## src/rtl/prog_loader_pkg.sv

```systemverilog
`default_nettype none
// ============================================================================
//  Module   : prog_loader_pkg
//  Purpose  : Shared definitions for the program loader: FSM state encoding,
//             the default header sync nibble and header field positions.
//  Revision : 1.0 - initial release
// ============================================================================
package prog_loader_pkg;

    // Loader FSM states. FILL is only reachable when LOADER_ZERO_FILL_EN
    // is defined at build time.
    typedef enum logic [2:0] {
        ST_IDLE = 3'd0,
        ST_DATA = 3'd1,
        ST_CSUM = 3'd2,
        ST_FILL = 3'd3,
        ST_RUN  = 3'd4
    } state_t;

    // Default value of the header's upper nibble that marks a frame start.
    localparam logic [3:0] c_SYNC_NIBBLE = 4'hA;

    // Header byte layout: [7:4] sync nibble, [ADDRESS_WIDTH-1:0] word count - 1.
    localparam int c_HDR_SYNC_MSB = 7;
    localparam int c_HDR_SYNC_LSB = 4;

endpackage
`default_nettype wire

```

## src/rtl/prog_loader.sv

```systemverilog
`default_nettype none
// ============================================================================
//  Module   : prog_loader
//  Purpose  : Byte-stream program loader. Receives a framed image
//             (header, N data bytes, checksum) on a valid/ready byte port,
//             writes it into program RAM while holding the CPU, verifies the
//             8-bit wrapping checksum and releases the CPU with a start pulse.
//  Revision : 1.0 - initial release
//
//  Ports
//    clk          : system clock, posedge
//    rst          : synchronous active-high reset
//    in_data      : incoming byte
//    in_valid     : in_data valid
//    in_ready     : loader can accept a byte (transfer on valid && ready)
//    mem_we       : RAM write strobe, one cycle per word
//    mem_addr     : RAM write address
//    mem_data     : RAM write data
//    cpu_hold     : holds the CPU halted while high
//    cpu_start    : one-cycle pulse when a good image is released
//    busy         : load in progress (DATA/CSUM/FILL)
//    err          : sticky checksum error, cleared by the next accepted header
//    loaded_count : word count of the last good image
//
//  Build option
//    LOADER_ZERO_FILL_EN : when defined, words N..2**ADDRESS_WIDTH-1 are
//                          written with zero after a good checksum, before
//                          the CPU is released.
// ============================================================================
module prog_loader
    import prog_loader_pkg::*;
#(
    parameter int         WIDTH         = 8,
    parameter int         ADDRESS_WIDTH = 4,
    parameter logic [3:0] SYNC_NIBBLE   = c_SYNC_NIBBLE
) (
    input  logic                     clk,
    input  logic                     rst,
    input  logic [WIDTH-1:0]         in_data,
    input  logic                     in_valid,
    output logic                     in_ready,
    output logic                     mem_we,
    output logic [ADDRESS_WIDTH-1:0] mem_addr,
    output logic [WIDTH-1:0]         mem_data,
    output logic                     cpu_hold,
    output logic                     cpu_start,
    output logic                     busy,
    output logic                     err,
    output logic [ADDRESS_WIDTH:0]   loaded_count
);

    state_t                   r_state, w_state_nxt;
    logic [ADDRESS_WIDTH-1:0] r_last,  w_last_nxt;   // index of the last data word (N-1)
    logic [ADDRESS_WIDTH-1:0] r_addr,  w_addr_nxt;
    logic [WIDTH-1:0]         r_acc,   w_acc_nxt;
    logic                     r_in_ready;
    logic                     r_mem_we,       w_mem_we_nxt;
    logic [ADDRESS_WIDTH-1:0] r_mem_addr,     w_mem_addr_nxt;
    logic [WIDTH-1:0]         r_mem_data,     w_mem_data_nxt;
    logic                     r_cpu_hold,     w_cpu_hold_nxt;
    logic                     r_cpu_start,    w_cpu_start_nxt;
    logic                     r_busy;
    logic                     r_err,          w_err_nxt;
    logic [ADDRESS_WIDTH:0]   r_loaded_count, w_loaded_count_nxt;

    logic                     w_xfer;
    logic                     w_is_sync;
    logic [WIDTH-1:0]         w_sum;
    logic                     w_release;

    assign w_xfer    = in_valid && r_in_ready;
    assign w_is_sync = (in_data[c_HDR_SYNC_MSB:c_HDR_SYNC_LSB] == SYNC_NIBBLE);
    assign w_sum     = r_acc + in_data;

    always_comb begin
        w_state_nxt        = r_state;
        w_last_nxt         = r_last;
        w_addr_nxt         = r_addr;
        w_acc_nxt          = r_acc;
        w_mem_we_nxt       = 1'b0;
        w_mem_addr_nxt     = r_mem_addr;
        w_mem_data_nxt     = r_mem_data;
        w_cpu_hold_nxt     = r_cpu_hold;
        w_cpu_start_nxt    = 1'b0;
        w_err_nxt          = r_err;
        w_loaded_count_nxt = r_loaded_count;
        w_release          = 1'b0;

        case (r_state)
            // A header accepted while the CPU runs re-arms the hold and
            // starts a fresh load, exactly as from IDLE.
            ST_IDLE, ST_RUN: begin
                if (w_xfer && w_is_sync) begin
                    w_last_nxt     = in_data[ADDRESS_WIDTH-1:0];
                    w_acc_nxt      = in_data;
                    w_addr_nxt     = '0;
                    w_err_nxt      = 1'b0;
                    w_cpu_hold_nxt = 1'b1;
                    w_state_nxt    = ST_DATA;
                end
            end
            ST_DATA: begin
                if (w_xfer) begin
                    w_mem_we_nxt   = 1'b1;
                    w_mem_addr_nxt = r_addr;
                    w_mem_data_nxt = in_data;
                    w_acc_nxt      = w_sum;
                    // After the last word this leaves r_addr at N, which is
                    // where zero fill starts (wraps to 0 only when N is full).
                    w_addr_nxt     = r_addr + ADDRESS_WIDTH'(1);
                    if (r_addr == r_last) begin
                        w_state_nxt = ST_CSUM;
                    end
                end
            end
            ST_CSUM: begin
                if (w_xfer) begin
                    if (w_sum == '0) begin
`ifdef LOADER_ZERO_FILL_EN
                        if (r_last == {ADDRESS_WIDTH{1'b1}}) begin
                            w_release = 1'b1;
                        end else begin
                            w_state_nxt = ST_FILL;
                        end
`else
                        w_release = 1'b1;
`endif
                    end else begin
                        w_err_nxt   = 1'b1;
                        w_state_nxt = ST_IDLE;
                    end
                end
            end
`ifdef LOADER_ZERO_FILL_EN
            ST_FILL: begin
                w_mem_we_nxt   = 1'b1;
                w_mem_addr_nxt = r_addr;
                w_mem_data_nxt = '0;
                w_addr_nxt     = r_addr + ADDRESS_WIDTH'(1);
                if (r_addr == {ADDRESS_WIDTH{1'b1}}) begin
                    w_release = 1'b1;
                end
            end
`endif
            default: begin
                w_state_nxt = ST_IDLE;
            end
        endcase

        if (w_release) begin
            w_state_nxt        = ST_RUN;
            w_cpu_hold_nxt     = 1'b0;
            w_cpu_start_nxt    = 1'b1;
            w_loaded_count_nxt = {1'b0, r_last} + (ADDRESS_WIDTH+1)'(1);
        end
    end

    always_ff @(posedge clk) begin
        if (rst) begin
            r_state        <= ST_IDLE;
            r_last         <= '0;
            r_addr         <= '0;
            r_acc          <= '0;
            r_in_ready     <= 1'b1;
            r_mem_we       <= 1'b0;
            r_mem_addr     <= '0;
            r_mem_data     <= '0;
            r_cpu_hold     <= 1'b1;
            r_cpu_start    <= 1'b0;
            r_busy         <= 1'b0;
            r_err          <= 1'b0;
            r_loaded_count <= '0;
        end else begin
            r_state        <= w_state_nxt;
            r_last         <= w_last_nxt;
            r_addr         <= w_addr_nxt;
            r_acc          <= w_acc_nxt;
            r_in_ready     <= (w_state_nxt != ST_FILL);
            r_mem_we       <= w_mem_we_nxt;
            r_mem_addr     <= w_mem_addr_nxt;
            r_mem_data     <= w_mem_data_nxt;
            r_cpu_hold     <= w_cpu_hold_nxt;
            r_cpu_start    <= w_cpu_start_nxt;
            r_busy         <= (w_state_nxt == ST_DATA) || (w_state_nxt == ST_CSUM) ||
                              (w_state_nxt == ST_FILL);
            r_err          <= w_err_nxt;
            r_loaded_count <= w_loaded_count_nxt;
        end
    end

    assign in_ready     = r_in_ready;
    assign mem_we       = r_mem_we;
    assign mem_addr     = r_mem_addr;
    assign mem_data     = r_mem_data;
    assign cpu_hold     = r_cpu_hold;
    assign cpu_start    = r_cpu_start;
    assign busy         = r_busy;
    assign err          = r_err;
    assign loaded_count = r_loaded_count;

endmodule
`default_nettype wire
```

## config.mk

```make
export PLATFORM = sky130hd
export DESIGN_NAME = prog_loader
export DESIGN_NICKNAME = d
export VERILOG_FILES = /design/src/rtl/prog_loader_pkg.sv /design/src/rtl/prog_loader.sv
export SDC_FILE = /design/constraint.sdc
export NUM_CORES = 1
export LEC_CHECK = 0
export ABC_AREA = 1
export CORE_ASPECT_RATIO = 2
export CORE_UTILIZATION = 30
export CTS_BUF_LIST = sky130_fd_sc_hd__clkbuf_16
export CTS_CLUSTER_DIAMETER = 150
export DETAILED_ROUTE_END_ITERATION = 10
export PLACE_DENSITY_LB_ADDON = 0.1
export SLEW_MARGIN = 20
export SYNTH_ARGS = -nofsm -noshare
export SYNTH_HDL_FRONTEND = slang
export SYNTH_SLANG_ARGS = --single-unit
```

## constraint.sdc

```tcl
create_clock -name clk -period 2.3 [get_ports clk]
set_clock_uncertainty 0.2 [all_clocks]
set_input_delay 0.46 -clock clk [delete_from_list [all_inputs] [get_ports clk]]
set_output_delay 0.46 -clock clk [all_outputs]
set_load 0.02 [all_outputs]
```

==> flow_metrics.py, run 1 <==
metrics = {
    "final_layout": {
        "most_frequent_standard_cell_in_the_layout_excluding_fill_and_tap_cells": "sky130_fd_sc_hd__nand2_1",
        "final_cell_mix": "55 x sky130_fd_sc_hd__nand2_1, 42 x sky130_fd_sc_hd__buf_4, 41 x sky130_fd_sc_hd__dfxtp_1",
        "antenna_cells": 0,
        "final.fill_count": 774,
        "nets": 414,
        "layout.cell_area.non_filler_um2": 3213,
        "syn2layout_area_growth_pct": 42.43,
        "post_route_cells_drive_above_1_share_pct": 23.21,
    },
    "yosys": {
        "synth_adder_area_share_pct": 5.879,
        "synthesis.area_per_instance_um2": 7.094,
        "synth-compound-area-share_pct": 13.75,
        "synth_area_um2": 2256,
        "ys_warn_count": 0,
        "yosysSeqAreaShare_pct": 37.27,
        "post_synth_and_or_nand_nor_area_fraction_pct": 31.45,
        "synth_edf_count": 0,
        "postSynthNetCount": 339,
        "syn_inst": 318,
        "synth_async_sr_flop_share_pct": 0,
        "synth_top_family_by_area": "simple AND/OR/NAND/NOR gates",
        "synth.lib_cells_used.distinct": 34,
        "ys_ff_latch": 42,
        "synth_flop_cell": "sky130_fd_sc_hd__dfxtp_1",
        "synth_mux_area_share_pct": 0,
        "synth_xor_xnor_area_share_pct": 1.941,
    },
    "sta": {
        "maxClockFrequency_mhz": 431.2,
        "setup_ws_ns": -0.01903,
        "final.min_clock_period_ns": 2.319,
        "hold_viol": 0,
        "setup_repair_after_global_routing_missed_its_margin": "true",
        "final_min_period_over_clock_period_pct": 100.8,
        "timing.final.max_slew_violations": 0,
        "finalSetupViolations": 1,
    },
    "cts": {
        "tritoncts.num_buffers": 5,
        "cts_hold_repair.buffers": 0,
        "clock_insertion_delay_worst_skew_ns": 0.28,
        "htreeDepth": 2,
        "clk_path_buf_depth": 2,
        "clkTransAtPathRegs_ns": 0.06,
        "clock_sink_count": 42,
        "clock_tree.root_cell": "sky130_fd_sc_hd__clkbuf_16",
        "cts_tree": "built",
    },
    "worst_setup_path": {
        "reg2reg_setup_slack_ns": -0.02,
        "critical_path.reg2reg.startpoint": "r_acc[0]",
        "worst_path_dominant_cell_family": "simple AND/OR/NAND/NOR gates",
        "path_cells": "ha_4 -> inv_2 -> fa_2 -> nand2_2 -> nor2_2 -> nand3_2 -> nor2_4 -> nand2_2 -> nor2_4 -> nand3_4 -> o21bai_1 -> inv_1",
        "slowest_stage": "sky130_fd_sc_hd__fa_2",
        "crit_arrival_ns": 2.30,
        "crit_path_end_kind": "flip-flop",
        "crit_path_max_fanout": 8,
        "max_stage_delay_ns": 0.53,
        "r2r_cells": 12,
        "reg2reg_to": "cpu_hold",
        "critical_path_required_ns": 2.28,
        "cp.buffers_inverters": 2,
        "timing_worst_setup_path_type": "flip-flop to flip-flop",
        "setup.worst_path.start_class": "flip-flop",
    },
    "drt": {
        "detailedRoute.firstPassIterationCount": 4,
        "detail_route.wirelength_mm": 6.398,
        "wire_per_inst_um": 13.22,
        "vias": 2237,
        "vias_per_cell": 4.622,
        "drc": 0,
        "drt_iter0_drc": 68,
        "drt.antenna.violating_nets": 0,
    },
    "power_and_ir_drop": {
        "pwr_density_cell_nw_per_um2": 491.5,
        "total_power_mw": 1.579,
        "max-vdd-ir-drop_mv": 0.4226,
        "p_leak_nw": 1.363,
    },
    "global_routing": {
        "grt_start_max_net_pins": 22,
        "antenna_found_initial": 0,
        "wire_length_of_the_first_global_routing_pass_mm": 10.65,
        "global_route.usage.total_pct": 17.49,
        "grt-ovfl-total": 0,
        "grt_pass1_vias": 2255,
    },
    "placed_design": {
        "io_buffers": 33,
        "place_worst_setup_slack_ns": -0.7610,
        "place_congestion": 0.7823,
        "dp_hpwl_mm": 5.012,
        "placed_area_um2": 2975,
    },
    "run": {
        "drv.max_cap_violation_count": 0,
    },
    "floorplan": {
        "die_width_um": 63.32,
        "die_h_um": 124.6,
        "initial_core_util_pct": 31.04,
        "core_region_area_um2": 7267,
        "ios": 34,
        "fp-row-count": 44,
        "die-area_um2": 7891,
    },
    "min_path": {
        "number_of_instances_on_the_worst_hold_path": 2,
        "holdCritStartpoint": "err",
        "hold-path-endpoint": "err",
        "hold_path_class": "flip-flop to flip-flop",
    },
    "outcome": {
        "status": "complete, but fails checks",
        "failed_checks": "setup timing",
    },
}
state kept, by name (all words and copies together) (netlist names):
signal	count
err	1
cpu_hold	1
mem_data	8
r_state	3
r_addr	4
mem_addr	4
r_acc	8
busy	1
cpu_start	1
in_ready	1
loaded_count	5
r_last	4
mem_we	1
report_power, final:
part | switching [mW] | internal (mW)
registers | 0.00411 | 0.733
clock network | 0.265 | 0.386
logic | 0.103 | 0.0883
stage by stage:
stage,hold slack [ns],utilization [%],TNS [ns],std cells
floorplan,0.2541,-,-0.01738,318
global placement,0.2576,40.94,-7.003,473
detailed placement,0.2604,40.94,-7.446,473
CTS,0.2690,43.75,-0.01139,482
global route,0.3000,44.21,-0.7238,484
finish,0.2672,44.21,-0.01903,484
how the worst max path moves through the flow:
stage | from | end | slack (ns) | cells after the start
finish | r_acc[0] | cpu_hold | -0.02 | 12
global route | r_acc[0] | cpu_hold | -0.13 | 12
CTS | r_acc[0] | cpu_hold | -0.01 | 12
detailed placement | in_data[0] | cpu_hold | -0.76 | 13
global placement | in_data[0] | cpu_hold | -0.72 | 13
floorplan | in_data[0] | cpu_hold | -0.02 | 12
Yosys cell counts, types with 2 or more instances:
master | instances | area share, %
sky130_fd_sc_hd__nand4_1 | 7 | 1.9
sky130_fd_sc_hd__a31oi_1 | 4 | 1.1
sky130_fd_sc_hd__inv_1 | 42 | 7.0
sky130_fd_sc_hd__clkbuf_1 | 5 | 0.83
sky130_fd_sc_hd__dfxtp_1 | 42 | 37
sky130_fd_sc_hd__clkinv_1 | 2 | 0.33
sky130_fd_sc_hd__a21oi_1 | 25 | 5.5
sky130_fd_sc_hd__inv_2 | 3 | 0.50
sky130_fd_sc_hd__a32oi_1 | 2 | 0.78
sky130_fd_sc_hd__nand2_2 | 7 | 1.9
sky130_fd_sc_hd__nor2_2 | 3 | 0.83
sky130_fd_sc_hd__nand3_2 | 4 | 1.8
sky130_fd_sc_hd__nand3_1 | 26 | 5.8
sky130_fd_sc_hd__xnor2_1 | 4 | 1.6
sky130_fd_sc_hd__nand2_1 | 60 | 10
sky130_fd_sc_hd__ha_1 | 9 | 5.0
sky130_fd_sc_hd__buf_4 | 2 | 0.67
sky130_fd_sc_hd__nor2_1 | 32 | 5.3
sky130_fd_sc_hd__nor2_4 | 2 | 1.0
sky130_fd_sc_hd__o21ai_0 | 23 | 5.1
repair_timing:
item / in CTS / in global routing
setup buffers: 3 / 2
setup endpoints to repair: 11 / 9
gates resized for setup: 22 / 6
pin swaps: 9 / 10
cell type report:
type	instances	area, um2	share of cell area (%)
clock buffer	5	125.1	3.894
tap	92	115.1	3.583
multi-input combinational	221	1296	40.34
sequential	42	842.1	26.21
clock inverter	1	3.754	0.1168
inverter	47	176.4	5.491
timing repair buffer	76	654.4	20.37
per-layer routing:
metal  global-route usage [%]  up-vias  wire [um]  share of wire, %
met5                        0        -          0                 0
met4                    7.353        0        128               2.0
met3                    2.564        9        139               2.2
met2                    33.14       27       3605                56
met1                    18.42     1021       2524                39
li1                         -     1180          -                 -
kinds of logic after synthesis:
kind of cell,count (synthesis)
AOI/OAI and AO/OA,58
buffers and inverters,55
xor gates and xnor gates,5
other,1
and+or+nand+nor,147
DFF,42
adders and majority gates,10
worst min-delay path: stages (launching register included):
cell and delay (ns):
sky130_fd_sc_hd__dfxtp_1 0.31, sky130_fd_sc_hd__nand2_1 0.06, sky130_fd_sc_hd__a21oi_1 0.05
(Power assumes the default switching activity.)
==> run 2, diff against run 1 <==
clock period = 2.4 ns   (was 2.3 ns; I/O delays follow)
==> run 2 against run 1 <==
The flow now finishes without violations. Combinational power shrank 5%. Global-route usage grew 0.50 points. Non-clock buffer count shrank 6. Worst setup slack gained 0.13 ns. First-iteration DRC count grew 4.4%. Clock-buffer cell count is the same. Die area is the same. Via count shrank 0.89%. Final area shrank 0.31%. Critical endpoint unchanged. Largest cell class unchanged.
==> flow_metrics.py, run 2 (synthesis results as in run 1) <==
metrics = {
    "outcome": {
        "status": "finished clean",
    },
    "worst_setup_path": {
        "critPathLaunch": "r_acc[0]",
        "r2r_cells": 12,
        "setup.worst_path.start_class": "flip-flop",
        "crit_arrival_ns": 2.27,
        "crit_path_max_fanout": 8,
        "path_cells": "ha_4 -> inv_2 -> fa_2 -> nand2_2 -> nor2_2 -> nand3_2 -> nor2_4 -> nand2_2 -> nor2_4 -> nand3_4 -> o21bai_1 -> inv_1",
        "max_stage_delay_ns": 0.53,
        "critical_path_required_ns": 2.38,
        "crit_path_end_kind": "flip-flop",
        "critical_path_depth": 12,
        "critical_path.reg2reg.startpoint": "r_acc[0]",
        "slowest_stage": "sky130_fd_sc_hd__fa_2",
        "reg2reg_to": "cpu_hold",
        "timing_worst_setup_path_type": "flip-flop to flip-flop",
        "cp.buffers_inverters": 2,
        "reg2reg_setup_slack_ns": 0.11,
        "worst_path_dominant_cell_family": "simple AND/OR/NAND/NOR gates",
        "crit_path_capture": "cpu_hold",
    },
    "floorplan": {
        "initial_core_util_pct": 31.04,
        "ios": 34,
        "die_h_um": 124.6,
        "fp-row-count": 44,
        "die-area_um2": 7891,
        "core_region_area_um2": 7267,
        "die_width_um": 63.32,
    },
    "cts": {
        "cts_tree": "built",
        "clock_tree.root_cell": "sky130_fd_sc_hd__clkbuf_16",
        "clock_insertion_delay_worst_skew_ns": 0.28,
        "htreeDepth": 2,
        "tritoncts.num_buffers": 5,
        "clk_path_buf_depth": 2,
        "clkTransAtPathRegs_ns": 0.06,
        "clock_sink_count": 42,
    },
    "global_routing": {
        "grt-ovfl-total": 0,
        "wire_length_of_the_first_global_routing_pass_mm": 10.92,
        "grt_pass1_vias": 2229,
        "antenna_found_initial": 0,
        "global_route.usage.total_pct": 17.99,
        "grt_start_max_net_pins": 26,
    },
    "drt": {
        "vias": 2217,
        "vias_per_cell": 4.619,
        "drc": 0,
        "drt.antenna.violating_nets": 0,
        "drt_iter0_drc": 71,
        "detail_route.wirelength_mm": 6.390,
        "wire_per_inst_um": 13.31,
        "detailedRoute.firstPassIterationCount": 4,
    },
    "run": {
        "drv.max_cap_violation_count": 0,
    },
    "placed_design": {
        "place_congestion": 0.8153,
        "dp_hpwl_mm": 4.953,
        "place_worst_setup_slack_ns": -0.6210,
        "io_buffers": 33,
        "placed_area_um2": 2908,
    },
    "sta": {
        "setup_repair_after_global_routing_missed_its_margin": "true",
        "timing.final.max_slew_violations": 0,
        "final_min_period_over_clock_period_pct": 95.34,
        "hold_viol": 0,
        "finalSetupViolations": 0,
        "final.min_clock_period_ns": 2.288,
        "setup_ws_ns": 0.1118,
        "maxClockFrequency_mhz": 437.0,
    },
    "final_layout": {
        "most_frequent_standard_cell_in_the_layout_excluding_fill_and_tap_cells": "sky130_fd_sc_hd__nand2_1",
        "post_route_cells_drive_above_1_share_pct": 22.68,
        "multi_input_comb_area_um2": 1319,
        "nets": 408,
        "antenna_cells": 0,
        "syn2layout_area_growth_pct": 41.99,
        "final.fill_count": 770,
        "final_cell_mix": "55 x sky130_fd_sc_hd__nand2_1, 41 x sky130_fd_sc_hd__dfxtp_1, 39 x sky130_fd_sc_hd__inv_1",
        "sequential_cell_area_um2": 842.1,
        "layout.cell_area.non_filler_um2": 3203,
    },
    "power_and_ir_drop": {
        "max-vdd-ir-drop_mv": 0.4283,
        "p_leak_nw": 1.343,
        "pwr_density_cell_nw_per_um2": 481.7,
    },
    "min_path": {
        "hold_path_class": "flip-flop to flip-flop",
    },
}
==> run 2: cell types whose count changed in the layout (fill, tap and decap cells not counted), sizes merged <==
cell	before	now
buf	44	38
clkinv	3	4
clkinvlp	0	1
==> run 2: cell type report <==
type | count | share of cell area, %
tap | 92 | 3.594
inverter | 47 | 5.508
timing repair buffer | 70 | 19.02
multi-input combinational | 221 | 41.17
sequential | 42 | 26.29
clock inverter | 3 | 0.5078
clock buffer | 5 | 3.906
==> run 2: metrics by stage <==
step | power, mW | TNS (ns) | hold slack (ns) | std cells | utilization (%)
after detailed placement | 0.8884 | -5.781 | 0.2686 | 466 | 40.01
after CTS | 1.559 | 0 | 0.2770 | 478 | 43.41
after global placement | 0.8886 | -5.357 | 0.2581 | 466 | 40.01
after global routing | 1.608 | -0.04566 | 0.3251 | 480 | 44.08
after floorplan | 0.8048 | 0 | 0.2541 | 318 | -
final | 1.543 | 0 | 0.2764 | 480 | 44.08
==> run 2: per-layer routing <==
layer,wire length [um],GRT usage [%],up-vias
li1,-,-,1173
met1,2573,20.22,992
met2,3495,33.14,39
met3,186,3.022,13
met4,134,6.016,0
met5,0,0,-
==> run 2: worst reg2reg max path, cell delays in order, from the launching register on <==
cell                       delay, ns
sky130_fd_sc_hd__dfxtp_2        0.35
sky130_fd_sc_hd__ha_4           0.14
sky130_fd_sc_hd__inv_2          0.03
sky130_fd_sc_hd__fa_2           0.53
sky130_fd_sc_hd__nand2_2        0.05
sky130_fd_sc_hd__nor2_2         0.10
sky130_fd_sc_hd__nand3_2        0.10
sky130_fd_sc_hd__nor2_4         0.12
sky130_fd_sc_hd__nand2_2        0.08
sky130_fd_sc_hd__nor2_4         0.16
sky130_fd_sc_hd__nand3_4        0.14
sky130_fd_sc_hd__o21bai_1       0.15
sky130_fd_sc_hd__inv_1          0.04
==> run 2: where the power goes <==
part / switching, mW / internal [mW] / total, mW
clock: 0.276 / 0.380 / 0.656
sequential: 0.00420 / 0.702 / 0.706
combinational: 0.0979 / 0.0828 / 0.181
==> run 2: how the worst min path moves through the flow <==
stage                startpoint  slack (ns)  cells past startpoint           to
CTS                 mem_data[7]        0.28                      2  mem_data[7]
finish                      err        0.28                      2          err
global placement            err        0.26                      2          err
detailed placement  mem_data[7]        0.27                      2  mem_data[7]
global route                err        0.33                      2          err
floorplan              r_acc[6]        0.25                      2     r_acc[6]
==> run 2: timing repair <==
action                     4_1_cts  5_1_grt
setup endpoints to repair       10        9
hold buffers                     0        0
setup buffers                    4        2
pin swaps                       13        8
gates resized for setup         25       11
==> RTL change (flow settings as in run 2) <==
The 5 states of `state_t` get a one-hot encoding in 5 bits.
--- a/src/rtl/prog_loader_pkg.sv
+++ b/src/rtl/prog_loader_pkg.sv
@@ -11,8 +11,8 @@
     // is defined at build time.
-    typedef enum logic [2:0] {
-        ST_IDLE = 3'd0,
-        ST_DATA = 3'd1,
-        ST_CSUM = 3'd2,
-        ST_FILL = 3'd3,
-        ST_RUN  = 3'd4
+    typedef enum logic [4:0] {
+        ST_IDLE = 5'b00001,
+        ST_DATA = 5'b00010,
+        ST_CSUM = 5'b00100,
+        ST_FILL = 5'b01000,
+        ST_RUN  = 5'b10000
     } state_t;
Behaviour: same outputs for any inputs over 4 cycles, from zero or initial values and one cycle with rst high; so few cycles prove little.
==> RTL change against run 2 <==
  * Synthesized area shrank 3.7%
  * First-iteration DRC count fell by 14%
  * Wire length is essentially flat
  * Critical path type unchanged
  * Worst setup slack improved by 0.036 ns
  * Sequential cell count up 2
  * Design area is 2.1% lower
  * Power up 0.61%
==> RTL change: results (changes against run 2) <==
- Status: completed
- Synth cell count leaders: 58 x nand2_1, 44 x dfxtp_1, 37 x nor2_1
- CP max FO: 6 (-2)
- Count of input and output buffers: 33 (unchanged)
- Met3 Use GR: 0.0270 (-0.00327)
- Highest routing layer actually used: met4
- Maximum vdd drop: 0.237 mV (-45%)
- Wire length on met2: 3640 microns (+4.2%)
- Largest cells by area after synthesis: dfxtp_1 41%, nand2_1 10%, nor2_1 6.4%
- CP arrival: 2.28 ns
- Hpwl dp: 4740 microns (-4.4%)
- Asr flop ratio synth: 0 (unchanged)
- WL met1: 2410 microns (-6.3%)
- CP max-delay cell: fa_2
- Largest net degree at the start of global routing: 18 (-31%)
- GR Layer Usage met1: 0.191 (-0.0108)
- DRT Pass-1 Iters: 6 (+2)
- Synth Flop Type: dfxtp_1
- Worst-path clk slew: 0.07 ns
- Gr usage total: 0.182 (+0.00196)
- Synth warn: 0 (unchanged)
- CTS H-tree depth: 2 (unchanged)
- Initial DRC count: 61 (-14%)
- Standby leakage power: 1.38 nW (+2.6%)
- Met2 GRT Util: 0.345 (+0.0133)
- Routability cong.: 0.854 (+4.8%)
- Worst min-delay path class: flip-flop to flip-flop
- Syn_nets: 316 (-6.8%)
- First-pass GRT wire length: 10500 microns (-4.1%)
- Synth unique cells: 34 (unchanged)
- WL/cell: 14.0 microns (+4.8%)
- Antenna cells: 0 (unchanged)
- Clock Path Buffers: 2 (unchanged)
- Vias/cell: 4.66 (+0.93%)
- Root buffer cell: clkbuf_16
- Synthesized-area fraction occupied by adder cells: 0.0611 (+0.00227)
- CTS buffer count: 5 (unchanged)
- Post-synthesis sequential area ratio: 0.406 (+0.0328)
- Initial antenna violation count: 0 (unchanged)
- Top delay family on crit path: simple AND/OR/NAND/NOR gates
- Crit-path max cell delay: 0.54 ns
- Clock Latency Late Sink: 0.29 ns
- Multiplexer area fraction after synthesis: 0 (unchanged)
- Met3 wire len: 162 microns (-13%)
- Nets: 389 (-4.7%)
- Vias in the first global route: 2148 (-3.6%)
- Share of layout cells above drive strength 1: 0.239 (+0.0123)
- Xor and xnor area share after synthesis: 0.0242 (+0.00478)
- Compound-cell area share of the yosys netlist: 0.140 (+0.00243)
## RTL change: changes by cell type after synthesis, moves of 3 or more
cell     change
nand3_1      -4
nand4_1      -4
nor2_1       +5
nand2_2      -5
nand3_2      -3
inv_1       -12
nor2_2       -3
o21ai_1      +4
## RTL change: per-stage QoR
step | cell area (sq um) | cells | power, W | TNS, ns | setup slack, ns
final | 3140 | 458 | 0.00155 | 0 | 0.148
after global routing | 3140 | 458 | 0.00162 | -0.000691 | -0.000691
after CTS | 3100 | 457 | 0.00156 | 0 | 0.0167
after detailed placement | 2870 | 450 | 0.000886 | -9.16 | -0.696
after global placement | 2870 | 450 | 0.000887 | -8.87 | -0.657
after floorplan | 2170 | 295 | 0.000813 | 0 | 0.0724
## RTL change: area by class of cell
| class | instances | area (sq um) |
|---|---|---|
| Clock inverter | 2 | 8.76 |
| Tap cell | 90 | 113 |
| Multi-Input combinational cell | 210 | 1260 |
| Fill cell | 702 | 3800 |
| Inverter | 35 | 135 |
| Sequential cell | 44 | 882 |
| Clock buffer | 5 | 125 |
| Timing Repair Buffer | 72 | 613 |
## RTL change: path summary, 6_finish.rpt
| kind | startpoint | to | depth (start not counted) | slack [ns] |
|---|---|---|---|---|
| min reg2reg | err | err | 2 | 0.27 |
| max reg2reg | r_acc[0] | loaded_count[1] | 11 | 0.15 |
| min | err | err | 2 | 0.27 |
| max | r_acc[0] | loaded_count[1] | 11 | 0.15 |
## RTL change: report_power, final
group | internal, W | total, W | switching (W)
sequential | 0.000734 | 0.000738 | 0.00000340
clock | 0.000375 | 0.000674 | 0.000299
combinational | 0.0000661 | 0.000141 | 0.0000750
## RTL change: timing repair
action | in CTS | in global routing
buffers inserted | 0 | 1
endpoints found under the setup margin | 12 | 10
pin swaps | 9 | 5
gates resized for setup | 29 | 13
hold buffers | 0 | 0
